`config.mk`:
```
export PLATFORM = sky130hd
export DESIGN_NAME = neural_packet_framer
export DESIGN_NICKNAME = d
export VERILOG_FILES = /design/src/rtl/neural_compressor_pkg.sv /design/src/rtl/framer_checksum.sv /design/src/rtl/neural_packet_framer.sv
export SDC_FILE = /design/constraint.sdc
export NUM_CORES = 1
export LEC_CHECK = 0
export CAP_MARGIN = 20
export CORE_UTILIZATION = 35
export DETAILED_ROUTE_END_ITERATION = 8
export PLACE_DENSITY = 0.56
export SLEW_MARGIN = 10
export SYNTH_ARGS = -nofsm -noshare
export SYNTH_HDL_FRONTEND = slang
export SYNTH_SLANG_ARGS = --single-unit
```
`constraint.sdc`:
```
create_clock -name clk -period 5.1 [get_ports clk]
set_clock_uncertainty 0.1 [all_clocks]
set_input_delay 0.765 -clock clk [delete_from_list [all_inputs] [get_ports clk]]
set_output_delay 0.765 -clock clk [all_outputs]
set_load 0.02 [all_outputs]
```
`src/rtl/neural_compressor_pkg.sv`:
```
// Shared types and constants for the neural compressor output framer.
// Holds the framer FSM state type, the HDR0 layout, the frame sync nibble
// and the CRC-16-CCITT constants plus a word-wide CRC update helper.
package neural_compressor_pkg;

  localparam int DATA_WIDTH = 16;
  localparam int USER_WIDTH = 2;

  localparam logic [3:0]  FRAME_SYNC = 4'hA;
  localparam logic [15:0] CRC16_POLY = 16'h1021;
  localparam logic [15:0] CRC16_INIT = 16'hFFFF;

  typedef enum logic [2:0] {
    ST_COLLECT = 3'd0,
    ST_HDR0    = 3'd1,
    ST_HDR1    = 3'd2,
    ST_PAYLOAD = 3'd3,
    ST_TRAILER = 3'd4
  } framer_state_t;

  typedef struct packed {
    logic [3:0] sync;
    logic [3:0] chan;
    logic [7:0] len;
  } frame_hdr0_t;

  // CRC-16-CCITT over one 16-bit word, MSB first, no reflection.
  function automatic logic [15:0] crc16_word(input logic [15:0] crc_in,
                                             input logic [15:0] word);
    logic [15:0] crc_v;
    logic        fb_v;
    crc_v = crc_in;
    for (int i = 15; i >= 0; i--) begin
      fb_v  = crc_v[15] ^ word[i];
      crc_v = {crc_v[14:0], 1'b0};
      if (fb_v) begin
        crc_v = crc_v ^ CRC16_POLY;
      end else begin
        crc_v = crc_v;
      end
    end
    return crc_v;
  endfunction

endpackage

```
`src/rtl/framer_checksum.sv`:
```
// Running frame checksum for neural_packet_framer.
// Build option FRAMER_CRC_EN: defined -> CRC-16-CCITT (init 0xFFFF);
// undefined -> 16-bit modular sum (init 0x0000).
// clear restarts the checksum; clear together with valid folds the word
// into a fresh checksum so the first header word needs no extra cycle.
module framer_checksum
  import neural_compressor_pkg::*;
(
  input  logic        clk,
  input  logic        rst_n,
  input  logic        clear,
  input  logic        valid,
  input  logic [15:0] word,
  output logic [15:0] csum
);

`ifdef FRAMER_CRC_EN
  localparam logic [15:0] CSUM_INIT = CRC16_INIT;
`else
  localparam logic [15:0] CSUM_INIT = 16'h0000;
`endif

  logic [15:0] csum_r;
  logic [15:0] base_s;
  logic [15:0] next_s;

  // Next checksum value from the (possibly restarted) running value and the word.
  always_comb begin
    if (clear) begin
      base_s = CSUM_INIT;
    end else begin
      base_s = csum_r;
    end
`ifdef FRAMER_CRC_EN
    next_s = crc16_word(base_s, word);
`else
    next_s = base_s + word;
`endif
  end

  // Checksum register: fold a word on valid, restart on a bare clear.
  always_ff @(posedge clk or negedge rst_n) begin
    if (!rst_n) begin
      csum_r <= CSUM_INIT;
    end else if (valid) begin
      csum_r <= next_s;
    end else if (clear) begin
      csum_r <= CSUM_INIT;
    end else begin
      csum_r <= csum_r;
    end
  end

  assign csum = csum_r;

endmodule

```
`src/rtl/neural_packet_framer.sv`:
```
// neural_packet_framer: collects compressed AXI-Stream words into frames and
// emits HDR0, HDR1, payload, TRAILER. Collection and emission never overlap.
// Build option FRAMER_CRC_EN selects a CRC-16-CCITT trailer instead of the
// default 16-bit modular sum (see framer_checksum).
module neural_packet_framer
  import neural_compressor_pkg::*;
#(
  parameter int MAX_PAYLOAD  = 64,
  parameter int IDLE_TIMEOUT = 256
) (
  input  logic                  clk,
  input  logic                  rst_n,
  input  logic [DATA_WIDTH-1:0] s_axis_tdata,
  input  logic [USER_WIDTH-1:0] s_axis_tuser,
  input  logic                  s_axis_tvalid,
  output logic                  s_axis_tready,
  input  logic                  s_axis_tlast,
  output logic [DATA_WIDTH-1:0] m_axis_tdata,
  output logic [USER_WIDTH-1:0] m_axis_tuser,
  output logic                  m_axis_tvalid,
  input  logic                  m_axis_tready,
  output logic                  m_axis_tlast,
  input  logic [3:0]            cfg_channel_id,
  input  logic                  cfg_enable,
  output logic [15:0]           frame_count,
  output logic                  timeout_flush
);

  localparam int PTR_W  = (MAX_PAYLOAD > 1) ? $clog2(MAX_PAYLOAD) : 1;
  localparam int DEPTH  = 1 << PTR_W;
  localparam int IDLE_W = $clog2(IDLE_TIMEOUT + 1);
  localparam logic [7:0]        MAX_LEN   = 8'(MAX_PAYLOAD);
  localparam logic [IDLE_W-1:0] IDLE_LAST = IDLE_W'(IDLE_TIMEOUT - 1);

  framer_state_t     state_r;
  logic [17:0]       buf_r [DEPTH];
  logic [7:0]        len_r;
  logic [7:0]        rd_ptr_r;
  logic [IDLE_W-1:0] idle_r;
  logic [15:0]       seq_r;
  logic [15:0]       frame_count_r;
  logic [15:0]       m_tdata_r;
  logic [1:0]        m_tuser_r;
  logic              m_tvalid_r;
  logic              m_tlast_r;
  logic              timeout_flush_r;

  logic          tready_s;
  logic          accept_s;
  logic          hs_s;
  logic          close_s;
  logic          timeout_s;
  logic          done_s;
  logic [7:0]    len_inc_s;
  logic [17:0]   rd_entry_s;
  frame_hdr0_t   hdr0_s;
  framer_state_t state_nxt_s;
  logic [7:0]    rd_ptr_nxt_s;
  logic          load_s;
  logic [15:0]   load_data_s;
  logic [1:0]    load_user_s;
  logic          load_last_s;
  logic          csum_clear_s;
  logic          csum_valid_s;
  logic [15:0]   csum_s;

  assign tready_s   = (state_r == ST_COLLECT) && cfg_enable;
  assign accept_s   = tready_s && s_axis_tvalid;
  assign hs_s       = m_tvalid_r && m_axis_tready;
  assign done_s     = (state_r == ST_TRAILER) && hs_s;
  assign len_inc_s  = len_r + 8'd1;
  assign rd_entry_s = buf_r[rd_ptr_r[PTR_W-1:0]];

  // Frame close decision: closing beat, full buffer, or idle timeout.
  always_comb begin
    close_s   = 1'b0;
    timeout_s = 1'b0;
    if (state_r == ST_COLLECT) begin
      if (accept_s) begin
        close_s = s_axis_tlast || (len_inc_s == MAX_LEN);
      end else if ((len_r != 8'd0) && (idle_r == IDLE_LAST)) begin
        close_s   = 1'b1;
        timeout_s = 1'b1;
      end else begin
        close_s   = 1'b0;
        timeout_s = 1'b0;
      end
    end else begin
      close_s   = 1'b0;
      timeout_s = 1'b0;
    end
  end

  // HDR0 contents; the length includes a beat accepted in the closing cycle.
  always_comb begin
    hdr0_s.sync = FRAME_SYNC;
    hdr0_s.chan = cfg_channel_id;
    if (accept_s) begin
      hdr0_s.len = len_inc_s;
    end else begin
      hdr0_s.len = len_r;
    end
  end

  // Next output beat: each word is loaded into the output register on the
  // handshake of the previous one and folded into the checksum as it is
  // loaded, so the trailer is already complete when it is needed.
  always_comb begin
    state_nxt_s  = state_r;
    rd_ptr_nxt_s = rd_ptr_r;
    load_s       = 1'b0;
    load_data_s  = 16'h0000;
    load_user_s  = 2'b00;
    load_last_s  = 1'b0;
    csum_clear_s = 1'b0;
    csum_valid_s = 1'b0;
    case (state_r)
      ST_COLLECT: begin
        rd_ptr_nxt_s = 8'd0;
        if (close_s) begin
          state_nxt_s  = ST_HDR0;
          load_s       = 1'b1;
          load_data_s  = hdr0_s;
          csum_clear_s = 1'b1;
          csum_valid_s = 1'b1;
        end else begin
          state_nxt_s = ST_COLLECT;
        end
      end
      ST_HDR0: begin
        if (hs_s) begin
          state_nxt_s  = ST_HDR1;
          load_s       = 1'b1;
          load_data_s  = seq_r;
          csum_valid_s = 1'b1;
        end else begin
          state_nxt_s = ST_HDR0;
        end
      end
      ST_HDR1, ST_PAYLOAD: begin
        if (hs_s && (state_r == ST_PAYLOAD) && (rd_ptr_r == len_r)) begin
          state_nxt_s = ST_TRAILER;
          load_s      = 1'b1;
          load_data_s = csum_s;
          load_last_s = 1'b1;
        end else if (hs_s) begin
          state_nxt_s  = ST_PAYLOAD;
          load_s       = 1'b1;
          load_data_s  = rd_entry_s[15:0];
          load_user_s  = rd_entry_s[17:16];
          rd_ptr_nxt_s = rd_ptr_r + 8'd1;
          csum_valid_s = 1'b1;
        end else begin
          state_nxt_s = state_r;
        end
      end
      ST_TRAILER: begin
        if (hs_s) begin
          state_nxt_s = ST_COLLECT;
        end else begin
          state_nxt_s = ST_TRAILER;
        end
      end
      default: begin
        state_nxt_s = ST_COLLECT;
      end
    endcase
  end

  // Payload buffer write; storage needs no reset since len_r gates reads.
  always_ff @(posedge clk) begin
    if (accept_s) begin
      buf_r[len_r[PTR_W-1:0]] <= {s_axis_tuser, s_axis_tdata};
    end
  end

  // Framer FSM with registered output beat, counters and status.
  always_ff @(posedge clk or negedge rst_n) begin
    if (!rst_n) begin
      state_r         <= ST_COLLECT;
      len_r           <= 8'd0;
      rd_ptr_r        <= 8'd0;
      idle_r          <= {IDLE_W{1'b0}};
      seq_r           <= 16'h0000;
      frame_count_r   <= 16'h0000;
      m_tdata_r       <= 16'h0000;
      m_tuser_r       <= 2'b00;
      m_tvalid_r      <= 1'b0;
      m_tlast_r       <= 1'b0;
      timeout_flush_r <= 1'b0;
    end else begin
      state_r         <= state_nxt_s;
      rd_ptr_r        <= rd_ptr_nxt_s;
      timeout_flush_r <= timeout_s;

      if (load_s) begin
        m_tvalid_r <= 1'b1;
        m_tdata_r  <= load_data_s;
        m_tuser_r  <= load_user_s;
        m_tlast_r  <= load_last_s;
      end else if (done_s) begin
        m_tvalid_r <= 1'b0;
        m_tdata_r  <= 16'h0000;
        m_tuser_r  <= 2'b00;
        m_tlast_r  <= 1'b0;
      end else begin
        m_tvalid_r <= m_tvalid_r;
      end

      if (state_r == ST_COLLECT) begin
        if (accept_s) begin
          len_r <= len_inc_s;
        end else begin
          len_r <= len_r;
        end
        if (accept_s || close_s || (len_r == 8'd0)) begin
          idle_r <= {IDLE_W{1'b0}};
        end else begin
          idle_r <= idle_r + IDLE_W'(1);
        end
      end else if (done_s) begin
        len_r  <= 8'd0;
        idle_r <= {IDLE_W{1'b0}};
      end else begin
        len_r  <= len_r;
        idle_r <= {IDLE_W{1'b0}};
      end

      if (done_s) begin
        seq_r         <= seq_r + 16'd1;
        frame_count_r <= frame_count_r + 16'd1;
      end else begin
        seq_r         <= seq_r;
        frame_count_r <= frame_count_r;
      end
    end
  end

  framer_checksum u_checksum (
    .clk   (clk),
    .rst_n (rst_n),
    .clear (csum_clear_s),
    .valid (csum_valid_s),
    .word  (load_data_s),
    .csum  (csum_s)
  );

  assign s_axis_tready = tready_s;
  assign m_axis_tdata  = m_tdata_r;
  assign m_axis_tuser  = m_tuser_r;
  assign m_axis_tvalid = m_tvalid_r;
  assign m_axis_tlast  = m_tlast_r;
  assign frame_count   = frame_count_r;
  assign timeout_flush = timeout_flush_r;

endmodule

```
==> results.rst <==
.. list-table::
   :header-rows: 1

   * - Metric
     - Value
   * - Cell area after layout
     - approximately 58,000 um2
   * - Unrepaired setup endpoints after global routing
     - no
   * - Peak supply drop
     - ~0.31 mV
   * - CTS Buf Count
     - approximately 130
   * - Min Clock Period, post-route
     - roughly 5 ns
   * - Sequential fraction of the synthesis area
     - 0.746
   * - Tcrit/Tclk final
     - 0.952
   * - Leading register cell type out of synthesis
     - sky130_fd_sc_hd__edfxtp_1
   * - Number of routed nets with antenna violations
     - 0
   * - Delay-heaviest family, CP
     - multiplexers
   * - Status
     - complete, no violations
   * - Number of register bits inferred by synthesis
     - 1,249
   * - Post-Syn Instances
     - 2,339
   * - CP Buf/Inv Count
     - 2
   * - Final net count
     - around 2,700
   * - Largest net degree at the start of global routing
     - 70
   * - Placed instance area
     - between 50,000 and 60,000 um2
   * - H-Tree Level Count
     - 4
   * - Worst-case hold path end point
     - buf_r[42][3]
   * - Clock transition time at the flip-flop clock pins of the worst setup and hold paths
     - roughly 0.06 ns
   * - Vias
     - roughly 25,000
   * - Share of synthesized flip-flops with an asynchronous set or reset
     - 0.0777
   * - Normalized max-slew margin
     - 0.298
   * - Starting DRC count in detailed routing
     - 2,587
   * - Critical path cell sequence
     - buf_12 > buf_12 > mux4_2 > mux4_2 > mux4_2 > mux2i_1 > o21ai_1 > ha_1 > a21o_1 > a21o_1 > a21o_1 > or3_1 > o2111ai_1 > a21oi_1 > o31ai_1
   * - Final Max Slew Viols
     - 0
   * - TNS Setup
     - 0 ns
   * - Vias in the first global route
     - about 26,000
   * - Area of the mapped netlist
     - 49,600 um2
   * - Cell Pwr Density
     - roughly 460 nW/um2
   * - Hold path start
     - s_axis_tdata[3]
   * - Achievable Freq
     - around 210 MHz
   * - Initial core utilization
     - 0.354
   * - Data arrival time of the critical path
     - roughly 5.4 ns
   * - Critical path startpoint category
     - flop
   * - Wirelength per Cell
     - ~28 um
   * - Share of post-route cells with drive strength above 1
     - 0.312
   * - Cell depth of the worst flop-to-flop path
     - 15
   * - Clock tree root buffer cell
     - sky130_fd_sc_hd__clkbuf_16
   * - Remaining DRCs
     - 0
   * - Synthesized netlist net count
     - ~2,400
   * - Area grow syn2layout
     - 17.1%
   * - Number of top-level pins
     - 66
   * - WHS Path Cells
     - 1
   * - Largest driver fanout on the critical path
     - 12
   * - Estimated wirelength of the detail-placed design
     - 73,800 um
   * - Tot GR Track Use
     - 0.179
   * - Global-route congestion overflow total
     - 0
   * - Vertical die dimension
     - ~380 um
   * - Final Setup Violations
     - 0
   * - Register-to-Register Setup Slack
     - approximately 0.24 ns
   * - Required time of the worst setup path
     - between 5 and 6 ns
   * - Area of the die
     - around 140,000 um2
   * - Max-cap violations
     - 0
   * - First-pass DRT Iterations
     - 7
   * - Worst reg2reg path startpoint
     - rd_ptr_r[0]
   * - Number of antenna violations at the first check in global routing
     - 9
   * - Static leakage power
     - ~19 nW
   * - Routed wire length
     - between 100,000 and 150,000 um
   * - Skew-Pair Late Insertion Delay
     - about 0.76 ns
   * - Worst Max-Slew Pin Slew
     - 1.05 ns
   * - # fillers
     - 12,100
   * - Row cnt
     - roughly 140
   * - Slowest Stage Delay on Critical Path
     - around 0.56 ns
   * - Number of synthesized flops with an enable pin
     - around 1,200
   * - Final hold violation count
     - 0
   * - Input/output buffers
     - between 60 and 70
   * - Reg-to-reg endpoint
     - u_checksum.csum[14]
   * - CP Capture Type
     - flop
   * - Number of buffers between clock root and the deepest sink
     - 3
   * - Per-instance average area after synthesis
     - between 20 and 25 um2
   * - Clock Sinks
     - ~1,200
   * - Via count normalized by instance count
     - 5.38
   * - Core area
     - about 140,000 um2
   * - Global-route wire length before repair
     - ~180,000 um
   * - Critical setup path kind
     - reg -> reg
   * - Yosys warnings
     - 0
   * - Clock tree from TritonCTS
     - built
   * - Cell type of the slowest stage on the worst timing path
     - sky130_fd_sc_hd__mux4_2
   * - Die span in x
     - 379 um
   * - Path category of the worst min-delay check
     - in -> reg
   * - Routability cong.
     - 0.855
   * - Number of distinct library cells after synthesis
     - 66
## synth_stat cells, drive strengths merged (8+ instances only)
master / n / area share
ha: 22 / 0.0055
nor2b: 8 / 0.0010
or3: 12 / 0.0015
nor2: 129 / 0.0098
xnor2: 46 / 0.0081
dfrtp: 97 / 0.049
a21o: 21 / 0.0032
mux2i: 32 / 0.0065
nand3: 29 / 0.0029
nand4: 10 / 0.0013
nand2: 73 / 0.0055
xor2: 21 / 0.0037
and3: 8 / 0.0010
and2: 19 / 0.0024
nor3: 22 / 0.0024
mux4: 361 / 0.16
buf: 81 / 0.011
a22oi: 9 / 0.0014
inv: 16 / 0.0012
clkbuf: 40 / 0.0030
edfxtp: 1152 / 0.70
o21ai: 41 / 0.0041
a21oi: 9 / 0.00091
## power by group
part / switching, mW / internal (mW) / total [mW] / leakage [nW]
combinational: 3.00 / 2.86 / 5.86 / 4.75
sequential: 0.206 / 11.4 / 11.6 / 11.7
clock: 3.96 / 5.61 / 9.57 / 2.10
total: 7.17 / 19.9 / 27.0 / 18.5
## through the flow
stage,std cells,util,power [mW],worst slack [ns],hold WS [ns]
3_5_place_dp,4331,0.383,17.6,0.210,0.372
5_1_grt,4581,0.415,28.0,0.0224,0.299
4_1_cts,4572,0.414,27.2,0.183,0.383
2_1_floorplan,2339,-,15.6,0.859,0.346
6_report,4582,0.415,27.0,0.244,0.316
3_3_place_gp,4331,0.383,17.6,0.108,0.360
## cells in the final DEF, fill, tap and decap left out, types with 7 or more instances in the layout
cell type | synthesis | layout
sky130_fd_sc_hd__buf_2 | 42 | 17
sky130_fd_sc_hd__o31ai_1 | 7 | 7
sky130_fd_sc_hd__and2_1 | 18 | 18
sky130_fd_sc_hd__clkinvlp_4 | 0 | 7
sky130_fd_sc_hd__dfrtp_1 | 97 | 93
sky130_fd_sc_hd__nand4_1 | 10 | 10
sky130_fd_sc_hd__clkdlybuf4s50_1 | 0 | 46
sky130_fd_sc_hd__nor2_2 | 1 | 62
sky130_fd_sc_hd__xor2_1 | 21 | 21
sky130_fd_sc_hd__clkbuf_16 | 0 | 139
sky130_fd_sc_hd__inv_1 | 15 | 15
sky130_fd_sc_hd__buf_4 | 20 | 156
sky130_fd_sc_hd__clkinv_2 | 0 | 24
sky130_fd_sc_hd__nor2_1 | 128 | 64
sky130_fd_sc_hd__and3_1 | 8 | 8
sky130_fd_sc_hd__edfxtp_1 | 1152 | 1152
sky130_fd_sc_hd__a22oi_1 | 9 | 9
sky130_fd_sc_hd__nor3_1 | 21 | 19
sky130_fd_sc_hd__xnor2_1 | 46 | 46
sky130_fd_sc_hd__ha_1 | 22 | 22
sky130_fd_sc_hd__nand3_1 | 29 | 29
sky130_fd_sc_hd__a21oi_1 | 9 | 9
sky130_fd_sc_hd__inv_6 | 0 | 9
sky130_fd_sc_hd__bufinv_16 | 0 | 13
sky130_fd_sc_hd__or3_1 | 12 | 12
sky130_fd_sc_hd__mux2i_1 | 32 | 31
sky130_fd_sc_hd__nand2_1 | 73 | 73
sky130_fd_sc_hd__buf_12 | 0 | 19
sky130_fd_sc_hd__o21ai_0 | 39 | 39
sky130_fd_sc_hd__clkinv_1 | 0 | 17
sky130_fd_sc_hd__a21o_1 | 21 | 21
sky130_fd_sc_hd__nor2b_1 | 8 | 8
sky130_fd_sc_hd__mux4_2 | 361 | 361
sky130_fd_sc_hd__clkbuf_1 | 40 | 26
## cell families (layout without fill, tap and decap cells)
kind of cell | after synthesis | count (layout) | synth area share
and+or+nand+nor | 337 | 337 | 0.0322
muxes | 398 | 398 | 0.171
AOI/OAI and AO/OA | 128 | 128 | 0.0179
buffers and inverters | 137 | 503 | 0.0147
adders and majority gates | 23 | 23 | 0.00595
xor gates and xnor gates | 67 | 67 | 0.0118
DFF | 1249 | 1249 | 0.746
other | 0 | 1 | 0
## cell type report
cell class / instances / area, um2 / share of cell area
antenna: 1 / 2.50 / 0.0000430
multi-input combinational: 953 / 12100 / 0.208
clock buffer: 165 / 3540 / 0.0609
timing repair buffer: 247 / 2300 / 0.0396
sequential: 1249 / 37000 / 0.637
inverter: 16 / 60.1 / 0.00103
tap: 1876 / 2350 / 0.0404
clock inverter: 75 / 772 / 0.0133
## routing by layer
layer	vias up	GRT usage	routed length, um
met2	882	0.288	61200
met3	191	0.0382	8600
met5	-	0	80
met4	14	0.0513	3200
li1	10200	-	-
met1	13400	0.246	53800
## how the worst max path moves through the flow
stage                     slack (ns)                   to          start  depth (start not counted)
after floorplan                 0.86  u_checksum.csum[14]  m_axis_tready                         17
after global placement          0.11  u_checksum.csum[15]    rd_ptr_r[0]                         16
after detailed placement        0.21  u_checksum.csum[15]    rd_ptr_r[0]                         16
after CTS                       0.18  u_checksum.csum[15]    rd_ptr_r[0]                         16
after global routing            0.02  u_checksum.csum[15]    rd_ptr_r[0]                         16
final                           0.24  u_checksum.csum[14]    rd_ptr_r[0]                         15
## timing repair
item	CTS	global route
endpoints found under the setup margin	0	2
hold endpoints to repair	39	0
hold buffers	1	0
buffers inserted	0	2
resized for setup	0	6
## sequential cells by signal (all words and copies together), names as in the netlist, 3 cells and up
name	flops
buf_r	1152
state_r	3
idle_r	9
u_checksum.csum	16
len_r	8
frame_count	16
m_axis_tdata	16
seq_r	16
rd_ptr_r	8
(Power assumes the default switching activity.)
